[config.mk]
export PLATFORM = sky130hd
export DESIGN_NAME = mlp_mac_ctrl
export DESIGN_NICKNAME = d
export VERILOG_FILES = /design/src/rtl/mlp_pkg.sv /design/src/rtl/mlp_sat_clip.sv /design/src/rtl/mlp_mac_ctrl.sv
export SDC_FILE = /design/constraint.sdc
export NUM_CORES = 1
export LEC_CHECK = 0
export BUFFER_PORTS_ARGS = -buffer_cell sky130_fd_sc_hd__buf_2
export CAP_MARGIN = 20
export CORE_MARGIN = 5
export CORE_UTILIZATION = 35
export DETAILED_ROUTE_END_ITERATION = 8
export HOLD_SLACK_MARGIN = 0.02
export PLACE_DENSITY = 0.58
export SLEW_MARGIN = 20
export SYNTH_ARGS = -nofsm -noshare
export SYNTH_HDL_FRONTEND = slang
export SYNTH_SLANG_ARGS = --single-unit
[constraint.sdc]
create_clock -name clk -period 3.42 [get_ports clk]
set_clock_uncertainty 0.15 [all_clocks]
set_input_delay 0.342 -clock clk [delete_from_list [all_inputs] [get_ports clk]]
set_output_delay 0.342 -clock clk [all_outputs]
set_load 0.1 [all_outputs]
[src/rtl/mlp_pkg.sv]
// Shared definitions for the MLP dot-product MAC controller: default widths and FSM states.
package mlp_pkg;

  localparam int MLP_A_WIDTH    = 8;
  localparam int MLP_B_WIDTH    = 8;
  localparam int MLP_ACC_WIDTH  = 32;
  localparam int MLP_ADDR_WIDTH = 8;
  localparam int MLP_OUT_WIDTH  = 16;

  typedef enum logic [2:0] {
    IDLE,
    STREAM,
    DRAIN,
    CAPTURE,
    HOLD
  } mlp_state_e;

endpackage

[src/rtl/mlp_sat_clip.sv]
// Combinational signed clip of an IN_WIDTH value to the OUT_WIDTH range, sign-extended back to IN_WIDTH.
// ENABLE=0 makes it a pure pass-through.
module mlp_sat_clip #(
  parameter int IN_WIDTH  = 32,
  parameter int OUT_WIDTH = 16,
  parameter bit ENABLE    = 1'b1
) (
  input  logic signed [IN_WIDTH-1:0] data_i,
  output logic signed [IN_WIDTH-1:0] data_o
);

  localparam logic signed [IN_WIDTH-1:0] MAX_V =
    {{(IN_WIDTH-OUT_WIDTH+1){1'b0}}, {(OUT_WIDTH-1){1'b1}}};
  localparam logic signed [IN_WIDTH-1:0] MIN_V =
    {{(IN_WIDTH-OUT_WIDTH+1){1'b1}}, {(OUT_WIDTH-1){1'b0}}};

  always_comb begin
    data_o = data_i;
    if (ENABLE) begin
      if (data_i > MAX_V) begin
        data_o = MAX_V;
      end else if (data_i < MIN_V) begin
        data_o = MIN_V;
      end
    end
  end

endmodule

[src/rtl/mlp_mac_ctrl.sv]
// Streams two vectors from synchronous RAMs into an external MAC and returns the dot product.
// Define MLP_MAC_CTRL_SAT_EN to clip the result to the signed OUT_WIDTH range.
module mlp_mac_ctrl
  import mlp_pkg::*;
#(
  parameter int A_WIDTH    = MLP_A_WIDTH,
  parameter int B_WIDTH    = MLP_B_WIDTH,
  parameter int ACC_WIDTH  = MLP_ACC_WIDTH,
  parameter int ADDR_WIDTH = MLP_ADDR_WIDTH,
  parameter int OUT_WIDTH  = MLP_OUT_WIDTH
) (
  input  logic                  clk,
  input  logic                  rst_n,
  input  logic                  cmd_valid,
  output logic                  cmd_ready,
  input  logic [ADDR_WIDTH:0]   cmd_len,
  input  logic [ADDR_WIDTH-1:0] cmd_base_a,
  input  logic [ADDR_WIDTH-1:0] cmd_base_b,
  output logic                  mem_a_rd,
  output logic [ADDR_WIDTH-1:0] mem_a_addr,
  output logic                  mem_b_rd,
  output logic [ADDR_WIDTH-1:0] mem_b_addr,
  input  logic [A_WIDTH-1:0]    mem_a_data,
  input  logic [B_WIDTH-1:0]    mem_b_data,
  output logic                  mac_start,
  output logic                  mac_valid,
  output logic [A_WIDTH-1:0]    mac_a,
  output logic [B_WIDTH-1:0]    mac_b,
  input  logic [ACC_WIDTH-1:0]  mac_result,
  output logic                  res_valid,
  input  logic                  res_ready,
  output logic [ACC_WIDTH-1:0]  res_data
);

`ifdef MLP_MAC_CTRL_SAT_EN
  localparam bit SAT_EN = 1'b1;
`else
  localparam bit SAT_EN = 1'b0;
`endif

  mlp_state_e            state_q, state_d;
  logic [ADDR_WIDTH:0]   len_q, len_d;
  logic [ADDR_WIDTH:0]   cnt_q, cnt_d;
  logic [ADDR_WIDTH-1:0] base_a_q, base_a_d;
  logic [ADDR_WIDTH-1:0] base_b_q, base_b_d;
  logic                  start_q, start_d;
  logic                  valid_q, valid_d;
  logic [ACC_WIDTH-1:0]  res_q, res_d;
  logic [ACC_WIDTH-1:0]  res_proc;
  logic                  rd;
  logic                  drive;

  mlp_sat_clip #(
    .IN_WIDTH (ACC_WIDTH),
    .OUT_WIDTH(OUT_WIDTH),
    .ENABLE   (SAT_EN)
  ) u_sat (
    .data_i(mac_result),
    .data_o(res_proc)
  );

  always_ff @(posedge clk or negedge rst_n) begin
    if (!rst_n) begin
      state_q  <= IDLE;
      len_q    <= '0;
      cnt_q    <= '0;
      base_a_q <= '0;
      base_b_q <= '0;
      start_q  <= 1'b0;
      valid_q  <= 1'b0;
      res_q    <= '0;
    end else begin
      state_q  <= state_d;
      len_q    <= len_d;
      cnt_q    <= cnt_d;
      base_a_q <= base_a_d;
      base_b_q <= base_b_d;
      start_q  <= start_d;
      valid_q  <= valid_d;
      res_q    <= res_d;
    end
  end

  // STREAM runs len+1 cycles: reads in the first len, the final cycle carries the last MAC drive.
  always_comb begin
    state_d  = state_q;
    len_d    = len_q;
    cnt_d    = cnt_q;
    base_a_d = base_a_q;
    base_b_d = base_b_q;
    start_d  = 1'b0;
    valid_d  = 1'b0;
    res_d    = res_q;
    rd       = 1'b0;
    unique case (state_q)
      IDLE: begin
        if (cmd_valid) begin
          len_d    = cmd_len;
          base_a_d = cmd_base_a;
          base_b_d = cmd_base_b;
          cnt_d    = '0;
          if (cmd_len == '0) begin
            res_d   = '0;
            state_d = HOLD;
          end else begin
            state_d = STREAM;
          end
        end
      end
      STREAM: begin
        rd      = (cnt_q < len_q);
        start_d = rd && (cnt_q == '0);
        valid_d = rd && (cnt_q != '0);
        if (cnt_q == len_q) begin
          state_d = DRAIN;
        end else begin
          cnt_d = cnt_q + 1'b1;
        end
      end
      DRAIN: begin
        state_d = CAPTURE;
      end
      CAPTURE: begin
        res_d   = res_proc;
        state_d = HOLD;
      end
      HOLD: begin
        if (res_ready) begin
          state_d = IDLE;
        end
      end
      default: begin
        state_d = IDLE;
      end
    endcase
  end

  assign drive      = start_q | valid_q;
  assign cmd_ready  = (state_q == IDLE);
  assign res_valid  = (state_q == HOLD);
  assign res_data   = res_q;
  assign mem_a_rd   = rd;
  assign mem_b_rd   = rd;
  assign mem_a_addr = rd ? (base_a_q + cnt_q[ADDR_WIDTH-1:0]) : '0;
  assign mem_b_addr = rd ? (base_b_q + cnt_q[ADDR_WIDTH-1:0]) : '0;
  assign mac_start  = start_q;
  assign mac_valid  = valid_q;
  assign mac_a      = drive ? mem_a_data : '0;
  assign mac_b      = drive ? mem_b_data : '0;

endmodule

==> impl_metrics.env <==
export IMPL_crit_type="reg -> out"
export IMPL_start_kind="register"
export IMPL_syn_num_nets=494
export IMPL_fin_crit_sh=0.968
export IMPL_cts_root_buf="clkbuf_8"
export IMPL_rows=38
export IMPL_hpwlAfterDp_mm=7.64
export IMPL_ys_ff_latch=71
export IMPL_cts_clk_slew_worst_paths_ns=0.07
export IMPL_clk_latency_ns=0.34
export IMPL_io_pins=147
export IMPL_synth_edf_count=0
export IMPL_post_place_ws_ns=0.407
export IMPL_ys_seq_area_frac=0.462
export IMPL_yosysUniqueCellTypes=49
export IMPL_regArea_mm2=0.00178
export IMPL_first_pass_iters=4
export IMPL_fin_tns_setup_ns=0
export IMPL_fillerInstances=1027
export IMPL_final_util=0.465
export IMPL_avgSynthCellArea_um2=9.87
export IMPL_dp_cells=667
export IMPL_cts_num_sinks=71
export IMPL_antenna_found_initial=0
export IMPL_hold_end="base_a_q[3]"
export IMPL_drive_gt1_frac=0.331
export IMPL_reg2reg_to="mac_valid"
export IMPL_reg2reg_setup_slack_ns=1.14
export IMPL_worst_slew_pin_slew_ns=0.870
export IMPL_grt_overflow=0
export IMPL_endpoint_kind="primary output"
export IMPL_timing_fmax_mhz=302
export IMPL_finalHoldViolCount=0
export IMPL_die_h_um=115
export IMPL_drv_slew=0
export IMPL_max_slew_margin=0.418
export IMPL_grt_pass1_wl_mm=16.3
export IMPL_die_w_um=115
export IMPL_core_area_mm2=0.0108
export IMPL_fin_ws_ns=0.110
export IMPL_initial_utilization=0.356
export IMPL_htreeDepth=3
export IMPL_place_gp_congestion=0.857
export IMPL_cp_data_required_time_ns=2.93
export IMPL_synth_area_mm2=0.00385
export IMPL_rr_worst_depth=6
export IMPL_drt_initial_drc_count=135
export IMPL_async_flop_share=1.00
export IMPL_vias_per_cell=4.99
export IMPL_dieArea_mm2=0.0132
export IMPL_finalSetupViolCount=0
export IMPL_r2r_start="cnt_q[7]"
export IMPL_status="finished, final reports clean"
export IMPL_clockBufferDepth=2
export IMPL_multiInputGateArea_mm2=0.00191
export IMPL_synth_top_flop_cell="dfrtp_1"
export IMPL_cp_max_fo=5
export IMPL_stdcell_count=690
export IMPL_grt_max_degree=37
export IMPL_crit_arrival_ns=2.82
export IMPL_worstHoldPathCells=3
export IMPL_ant_nets=0
export IMPL_synth_top_area_frac=0.462
export IMPL_numCtsBuffers=9
export IMPL_drcViolationCount=0
export IMPL_hold_path_class="in -> reg"
export IMPL_fin_crit_ns=3.31
export IMPL_maxCapViolations=0
export IMPL_synthCells=390
export IMPL_synthTopCellsByArea="dfrtp_1 46%, ha_1 8.1%, a22o_1 7.3%"
export IMPL_grt_total_usage=0.155
export IMPL_yosysWarnings=0
export IMPL_grt_pass1_vias=3498
export IMPL_areaGrowthSynthToFinish_pct=30.3
export IMPL_yosysMostFrequentCell="nand2_1"
export IMPL_hold_start="cmd_base_a[3]"
export IMPL_route_vias_total=3441
export IMPL_wl_mm=10.1
export IMPL_avgRoutedWirePerCell_um=14.7
export IMPL_yosysTopAreaCell="dfrtp_1"
export IMPL_synthTopCellsByCount="72 x nand2_1, 71 x dfrtp_1, 32 x a22o_1"
export IMPL_antenna_diode_count=0
export IMPL_io_buffers=146
export IMPL_num_nets_final=650
export IMPL_rsz0062_at_grt="false"
export IMPL_cts_tree="yes"
==> cells by family after synthesis <==
group | synth area share
AOI/OAI and AO/OA | 0.181
DFF | 0.462
buffers and inverters | 0.0452
adders and majority gates | 0.0917
and+or+nand+nor | 0.187
muxes | 0.0130
xor gates and xnor gates | 0.0205
==> through the flow <==
stage | cell area [µm²] | hold WS [ns]
floorplan | 3860 | -0.104
global placement | 4770 | 0.123
detailed placement | 4770 | 0.128
CTS | 5000 | 0.0206
global route | 5010 | 0.0314
finish | 5010 | 0.0390
==> worst max-delay path by stage <==
stage	startpoint	end	slack [ns]	cells past startpoint
after global placement	cnt_q[0]	mem_b_addr[6]	0.44	7
after detailed placement	cnt_q[0]	mem_b_addr[6]	0.41	7
after floorplan	cnt_q[6]	mem_a_addr[4]	-0.58	5
final	cnt_q[0]	mem_b_addr[6]	0.11	7
after CTS	cnt_q[0]	mem_b_addr[6]	0.02	7
after global routing	cnt_q[6]	mem_b_addr[4]	0.0005	7
==> state kept, by name (all words and copies together) (netlist names) <==
register and cells:
len_q 9, state_q 3, base_a_q 8, base_b_q 8, res_data 32, mac_valid 1, mac_start 1, cnt_q 9
==> area by class of cell <==
type	count	area share
Multi-Input combinational cell	281	0.382
Inverter	20	0.0150
Clock buffer	11	0.0282
Clock inverter	4	0.00449
Sequential cell	71	0.355
Timing Repair Buffer	163	0.181
Tap cell	140	0.0349
==> placed cells by master, fill, tap and decap left out, types with 3 or more instances in the layout <==
cell and n:
buf_4 11, a211oi_1 6, a21o_1 4, mux2i_1 5
a21oi_1 10, nand2b_1 5, o221ai_1 3, nor2_1 24
buf_2 143, dfrtp_1 70, o31ai_1 4, nor3_1 5
dlygate4sd3_1 7, nor2b_1 20, clkinv_2 3, ha_1 25
or3_1 3, a31oi_1 3, nand3_1 5, o21ai_0 14
inv_1 20, clkbuf_8 10, nand2_1 72, a22o_1 32
xnor2_1 9
==> worst max-delay path: stages (launching register included) <==
cell      delay (ns)
dfrtp_2         0.44
ha_1            0.23
fa_2            0.38
a211oi_1        0.23
nor2_1          0.11
or4b_2          0.63
a41oi_2         0.24
buf_12          0.21
==> layer usage <==
metal / part of all wire / vias up / wire, µm / track usage
li1: - / 1679 / - / -
met1: 0.43 / 1603 / 4330 / 0.191
met2: 0.46 / 133 / 4630 / 0.253
met3: 0.083 / 26 / 838 / 0.0384
met4: 0.031 / 0 / 318 / 0.0806
met5: 0 / - / 0 / 0
==> repair_timing <==
item	4_1_cts	5_1_grt
endpoints found under the hold margin	18	0
hold buffers	7	0
setup endpoints to repair	0	3
setup buffers	0	1
resized for setup	0	4
Power is not shown: default switching activity piles up to over one toggle a cycle in this logic, so the estimate is an artifact.
